--- config.mk ---
export PLATFORM = sky130hd
export DESIGN_NAME = cfg_initiator
export DESIGN_NICKNAME = d
export VERILOG_FILES = /design/src/rtl/cfg_initiator.sv
export SDC_FILE = /design/constraint.sdc
export NUM_CORES = 1
export LEC_CHECK = 0
export CORE_ASPECT_RATIO = 1.4
export CORE_MARGIN = 10
export CORE_UTILIZATION = 49
export CTS_CLUSTER_DIAMETER = 100
export DETAILED_ROUTE_END_ITERATION = 8
export GPL_ROUTABILITY_DRIVEN = 0
export PLACE_DENSITY = 0.84
export SYNTH_ARGS = -nofsm -noshare
export SYNTH_HDL_FRONTEND = slang
export SYNTH_SLANG_ARGS = --single-unit
--- constraint.sdc ---
create_clock -name clk -period 3.24 [get_ports clk]
set_input_delay 0.648 -clock clk [delete_from_list [all_inputs] [get_ports clk]]
set_output_delay 0.648 -clock clk [all_outputs]
set_load 0.02 [all_outputs]
--- src/rtl/cfg_initiator.sv ---
`default_nettype none
// ---------------------------------------------------------------------------
// cfg_initiator : issues one config write per command to a UART or VGA target
// Revision: 1.0
// ---------------------------------------------------------------------------
module cfg_initiator #(
  parameter int WIDTH_CONFIG_ADDR = 2,
  parameter int WIDTH_CONFIG_DATA = 8,
  parameter int TIMEOUT_CYCLES    = 16
) (
  input  logic                         clk,
  input  logic                         rst_n,
  input  logic                         cmd_valid,
  output logic                         cmd_ready,
  input  logic [WIDTH_CONFIG_ADDR-1:0] cmd_addr,
  input  logic [WIDTH_CONFIG_DATA-1:0] cmd_data,
  output logic [WIDTH_CONFIG_ADDR-1:0] c_addr,
  output logic [WIDTH_CONFIG_DATA-1:0] c_data,
  output logic                         c_valid,
  input  logic                         c_UART_ready,
  input  logic                         c_VGA_ready,
  output logic                         done,
  output logic [1:0]                   status
);

  localparam int CNT_W = (TIMEOUT_CYCLES > 1) ? $clog2(TIMEOUT_CYCLES) : 1;
  localparam logic [CNT_W-1:0] CNT_LAST = CNT_W'(TIMEOUT_CYCLES - 1);
  localparam logic [WIDTH_CONFIG_ADDR-1:0] ADDR_UART = WIDTH_CONFIG_ADDR'(1);
  localparam logic [WIDTH_CONFIG_ADDR-1:0] ADDR_VGA  = WIDTH_CONFIG_ADDR'(2);
  localparam logic [1:0] ST_OK      = 2'b00;
  localparam logic [1:0] ST_BAD     = 2'b01;
  localparam logic [1:0] ST_TIMEOUT = 2'b10;

  typedef enum logic [1:0] {
    IDLE    = 2'd0,
    ISSUE   = 2'd1,
    ACK     = 2'd2,
    RELEASE = 2'd3
  } state_t;

  state_t                         state_q, state_d;
  logic [WIDTH_CONFIG_ADDR-1:0]   addr_q, addr_d;
  logic [WIDTH_CONFIG_DATA-1:0]   data_q, data_d;
  logic [CNT_W-1:0]               cnt_q, cnt_d;
  logic                           done_q, done_d;
  logic [1:0]                     status_q, status_d;
  logic                           sel_ready;
  logic                           timeout_hit;

  // Only meaningful while busy, when addr_q is known to be UART or VGA.
  assign sel_ready   = (addr_q == ADDR_UART) ? c_UART_ready : c_VGA_ready;
  assign timeout_hit = (cnt_q == CNT_LAST);

  always_comb begin
    state_d  = state_q;
    addr_d   = addr_q;
    data_d   = data_q;
    cnt_d    = cnt_q;
    done_d   = 1'b0;
    status_d = status_q;
    c_valid  = 1'b0;

    if (state_q != IDLE && !timeout_hit) begin
      cnt_d = cnt_q + CNT_W'(1);
    end

    // In each wait state the awaited transition is tested before the timeout.
    case (state_q)
      IDLE: begin
        if (cmd_valid) begin
          addr_d = cmd_addr;
          data_d = cmd_data;
          cnt_d  = '0;
          if (cmd_addr == ADDR_UART || cmd_addr == ADDR_VGA) begin
            state_d = ISSUE;
          end else begin
            done_d   = 1'b1;
            status_d = ST_BAD;
          end
        end
      end
      ISSUE: begin
        if (sel_ready) begin
          c_valid = 1'b1;
          state_d = ACK;
        end else if (timeout_hit) begin
          state_d  = IDLE;
          done_d   = 1'b1;
          status_d = ST_TIMEOUT;
        end
      end
      ACK: begin
        if (!sel_ready) begin
          state_d = RELEASE;
        end else if (timeout_hit) begin
          state_d  = IDLE;
          done_d   = 1'b1;
          status_d = ST_TIMEOUT;
        end
      end
      RELEASE: begin
        if (sel_ready) begin
          state_d  = IDLE;
          done_d   = 1'b1;
          status_d = ST_OK;
        end else if (timeout_hit) begin
          state_d  = IDLE;
          done_d   = 1'b1;
          status_d = ST_TIMEOUT;
        end
      end
      default: state_d = IDLE;
    endcase
  end

  always_ff @(posedge clk or negedge rst_n) begin
    if (!rst_n) begin
      state_q  <= IDLE;
      addr_q   <= '0;
      data_q   <= '0;
      cnt_q    <= '0;
      done_q   <= 1'b0;
      status_q <= ST_OK;
    end else begin
      state_q  <= state_d;
      addr_q   <= addr_d;
      data_q   <= data_d;
      cnt_q    <= cnt_d;
      done_q   <= done_d;
      status_q <= status_d;
    end
  end

  assign cmd_ready = (state_q == IDLE);
  assign c_addr    = addr_q;
  assign c_data    = data_q;
  assign done      = done_q;
  assign status    = status_q;

endmodule
`default_nettype wire
==> results.yml <==
setup_path:
  endpoint_kind: "output port"
  critPathLaunchType: "input pin"
  cp.required_ns: 2.59
  worstPathArrival_ns: 2.06
  path_cells: "clkdlybuf4s50_1 -> nand2_1 -> mux2i_1 -> clkdlybuf4s50_1"
  crit_path_max_fanout: 2
  slowest_delay_ns: 0.64
  worst-setup-path-type: "input pin to output port"
  cp_slowest_cell: "clkdlybuf4s50_1"
  crit_top_cell: "clkdlybuf4s50_1"
logic_synthesis:
  synthTopCellsByArea: "dfrtp_1 (47%), mux2_2 (11%), ha_1 (6.2%)"
  ys_warn_count: 0
  synthFlopType: "dfrtp_1"
  synth_top_cell_area_share_pct: 47.4
  avgSynthCellArea_um2: 11.8
  ys_types: 29
  syn-cell-area_um2: 1000
  synth_nets: 105
  synth_edf_count: 0
  async_reset_ff_share_pct: 100
  ys_seq_elements: 19
  ys_seq_area_share_pct: 47.4
  synth_top_cell_by_area: "dfrtp_1"
  postSynthCellCount: 85
power_and_ir_drop:
  leakagePower_nw: 0.578
  pwr_density_cell_nw_per_um2: 976
  ir_drop_mv: 0.593
clock_network:
  root_buffer: "clkbuf_4"
  hold_buffers: 0
  clk_pin_slew_ns: 0.10
  cts-resized-gates: 0
  cts_made_buffers: 3
  cts_sinks: 19
  cts_tree: "built"
  cts_buffer_depth: 2
  clock_latency_ns: 0.29
  post_cts_buffers: 0
  htree_levels: 1
detailed_routing:
  wl_per_cell_um: 16.1
  drt_wl_total_um: 2220
  drt_first_pass_iters: 4
  vias: 780
  via_per_inst: 5.65
  drt-initial-drc-count: 18
  detail-route-antenna-nets: 0
  remaining_drc_errors: 0
sta:
  min_period_over_period_pct: 83.6
  finalHoldViolations: 0
  tns_ns: 0
  drv_slew: 0
  rsz0062_at_grt: "false"
  finalClockSkew_ns: 0.00435
  max_slew_margin_pct: 44.1
  worst_pin_slew_ns: 0.836
  fmax_mhz: 369
  fin_hold_ws_ns: 0.513
  setup_viol: 0
  finalCriticalPeriod_ns: 2.71
floorplanning:
  die_area_um2: 4280
  fp-row-count: 19
  coreArea_um2: 1950
  die_h_um: 73.5
  start_util_pct: 51.5
  fp.dieW_um: 58.2
  ioPinCount: 30
layout:
  drive_above_1_share_pct: 17.1
  regArea_um2: 475
  final_core_util_pct: 69.0
  multi_input_area_um2: 504
  fin_cells: 138
  fill_cells: 151
  nets: 138
  syn2layout_area_growth_pct: 34.0
  antenna_cells: 0
  design_area_um2: 1350
placement:
  dp_hpwl_um: 1780
  place_area_um2: 1320
  io_buffer_count: 29
  dp.cells: 134
global_routing:
  grt_usage_pct: 11.1
  grt_max_degree: 20
  grt_pass1_wl_um: 3800
  grt_overflow: 0
  grt_pass1_vias: 850
  antenna_found_initial: 0
job:
  max_cap_viol_count: 0
hold_path:
  hp-class: "flip-flop to flip-flop"
status:
  status: "complete, no violations"
[cells in the final DEF, fill, tap and decap left out, types with 2 or more instances in the layout]
cell type and n:
a211oi_2 2, a21oi_1 6, clkbuf_4 3, clkdlybuf4s50_1 29, dfrtp_1 19, ha_1 5
inv_1 4, mux2_2 10, mux2i_1 3, nand2_1 7, nand3_1 3, nor2_1 4
o21a_1 2, o21ai_0 2, o21ai_1 2
[metal layers]
| layer | track usage (%) | share of wire (%) | vias to the layer above |
|---|---|---|---|
| li1 | - | - | 373 |
| met1 | 11.8 | 40 | 373 |
| met2 | 18.2 | 50 | 30 |
| met3 | 5.69 | 9.5 | 4 |
| met4 | 4.71 | 1.1 | 0 |
| met5 | 0 | 0 | - |
[through the flow]
step,setup WS (ns),total power [mW]
4_1_cts,0.516,1.33
2_1_floorplan,1.29,0.915
6_report,0.530,1.31
5_1_grt,0.381,1.42
3_3_place_gp,0.557,1.18
3_5_place_dp,0.522,1.21
[kinds of logic after synthesis]
kind of cell | Yosys count | share of synthesized area (%)
AOI/OAI and AO/OA | 21 | 16.1
xor gates and xnor gates | 1 | 0.873
adders and majority gates | 5 | 6.23
buffers and inverters | 6 | 2.37
DFF | 19 | 47.4
muxes | 15 | 18.0
and+or+nand+nor | 18 | 9.10
[power by group]
part / leakage, nW / total (mW) / internal, mW / switching [mW]
Sequential: 0.232 / 0.420 / 0.345 / 0.0752
Clock: 0.0150 / 0.116 / 0.0478 / 0.0683
Combinational: 0.330 / 0.776 / 0.392 / 0.384
Total: 0.578 / 1.31 / 0.785 / 0.528
[cell usage after synthesis (2+ instances only)]
| cell type | instances |
|---|---|
| nand3_1 | 3 |
| mux2_2 | 10 |
| dfrtp_1 | 19 |
| o21ai_1 | 2 |
| a211oi_2 | 2 |
| o21ai_0 | 2 |
| inv_1 | 4 |
| a21oi_1 | 6 |
| nand2_1 | 7 |
| o21a_1 | 2 |
| mux2i_1 | 3 |
| nor2_1 | 4 |
| ha_1 | 5 |
[registers in the layout (all words and copies together), names as in the netlist]
register,cells
state_q,2
done,1
c_addr,2
c_data,8
status,2
cnt_q,4
[final timing paths]
| path | startpoint | depth (start not counted) | slack (ns) | end |
|---|---|---|---|---|
| max | c_VGA_ready | 4 | 0.53 | c_valid |
| min | c_data[5]$_DFFE_PN0P_ | 1 | 0.51 | c_data[5]$_DFFE_PN0P_ |
| max reg2reg | state_q[1]$_DFFE_PN0P_ | 4 | 1.21 | c_addr[0]$_DFFE_PN0P_ |
| min reg2reg | c_data[5]$_DFFE_PN0P_ | 1 | 0.51 | c_data[5]$_DFFE_PN0P_ |
| max in group asynchronous | rst_n | 1 | 1.90 | status[0]$_DFFE_PN0P_ |
| min in group asynchronous | rst_n | 1 | 0.83 | c_data[7]$_DFFE_PN0P_ |
[critical path: cells and delay by family]
kind | cells | cell delay (ns)
buf+inv | 2 | 1.17
mux | 1 | 0.17
simple gates | 1 | 0.08
[area by class of cell]
cell class,count,area share (%)
clock buffers,4,1.95
repair buffers,30,22.1
multi-input cells,60,37.5
inverters,4,1.12
flip-flops and latches,19,35.3
well taps,21,1.95
Power figures use the tool's default switching activity.
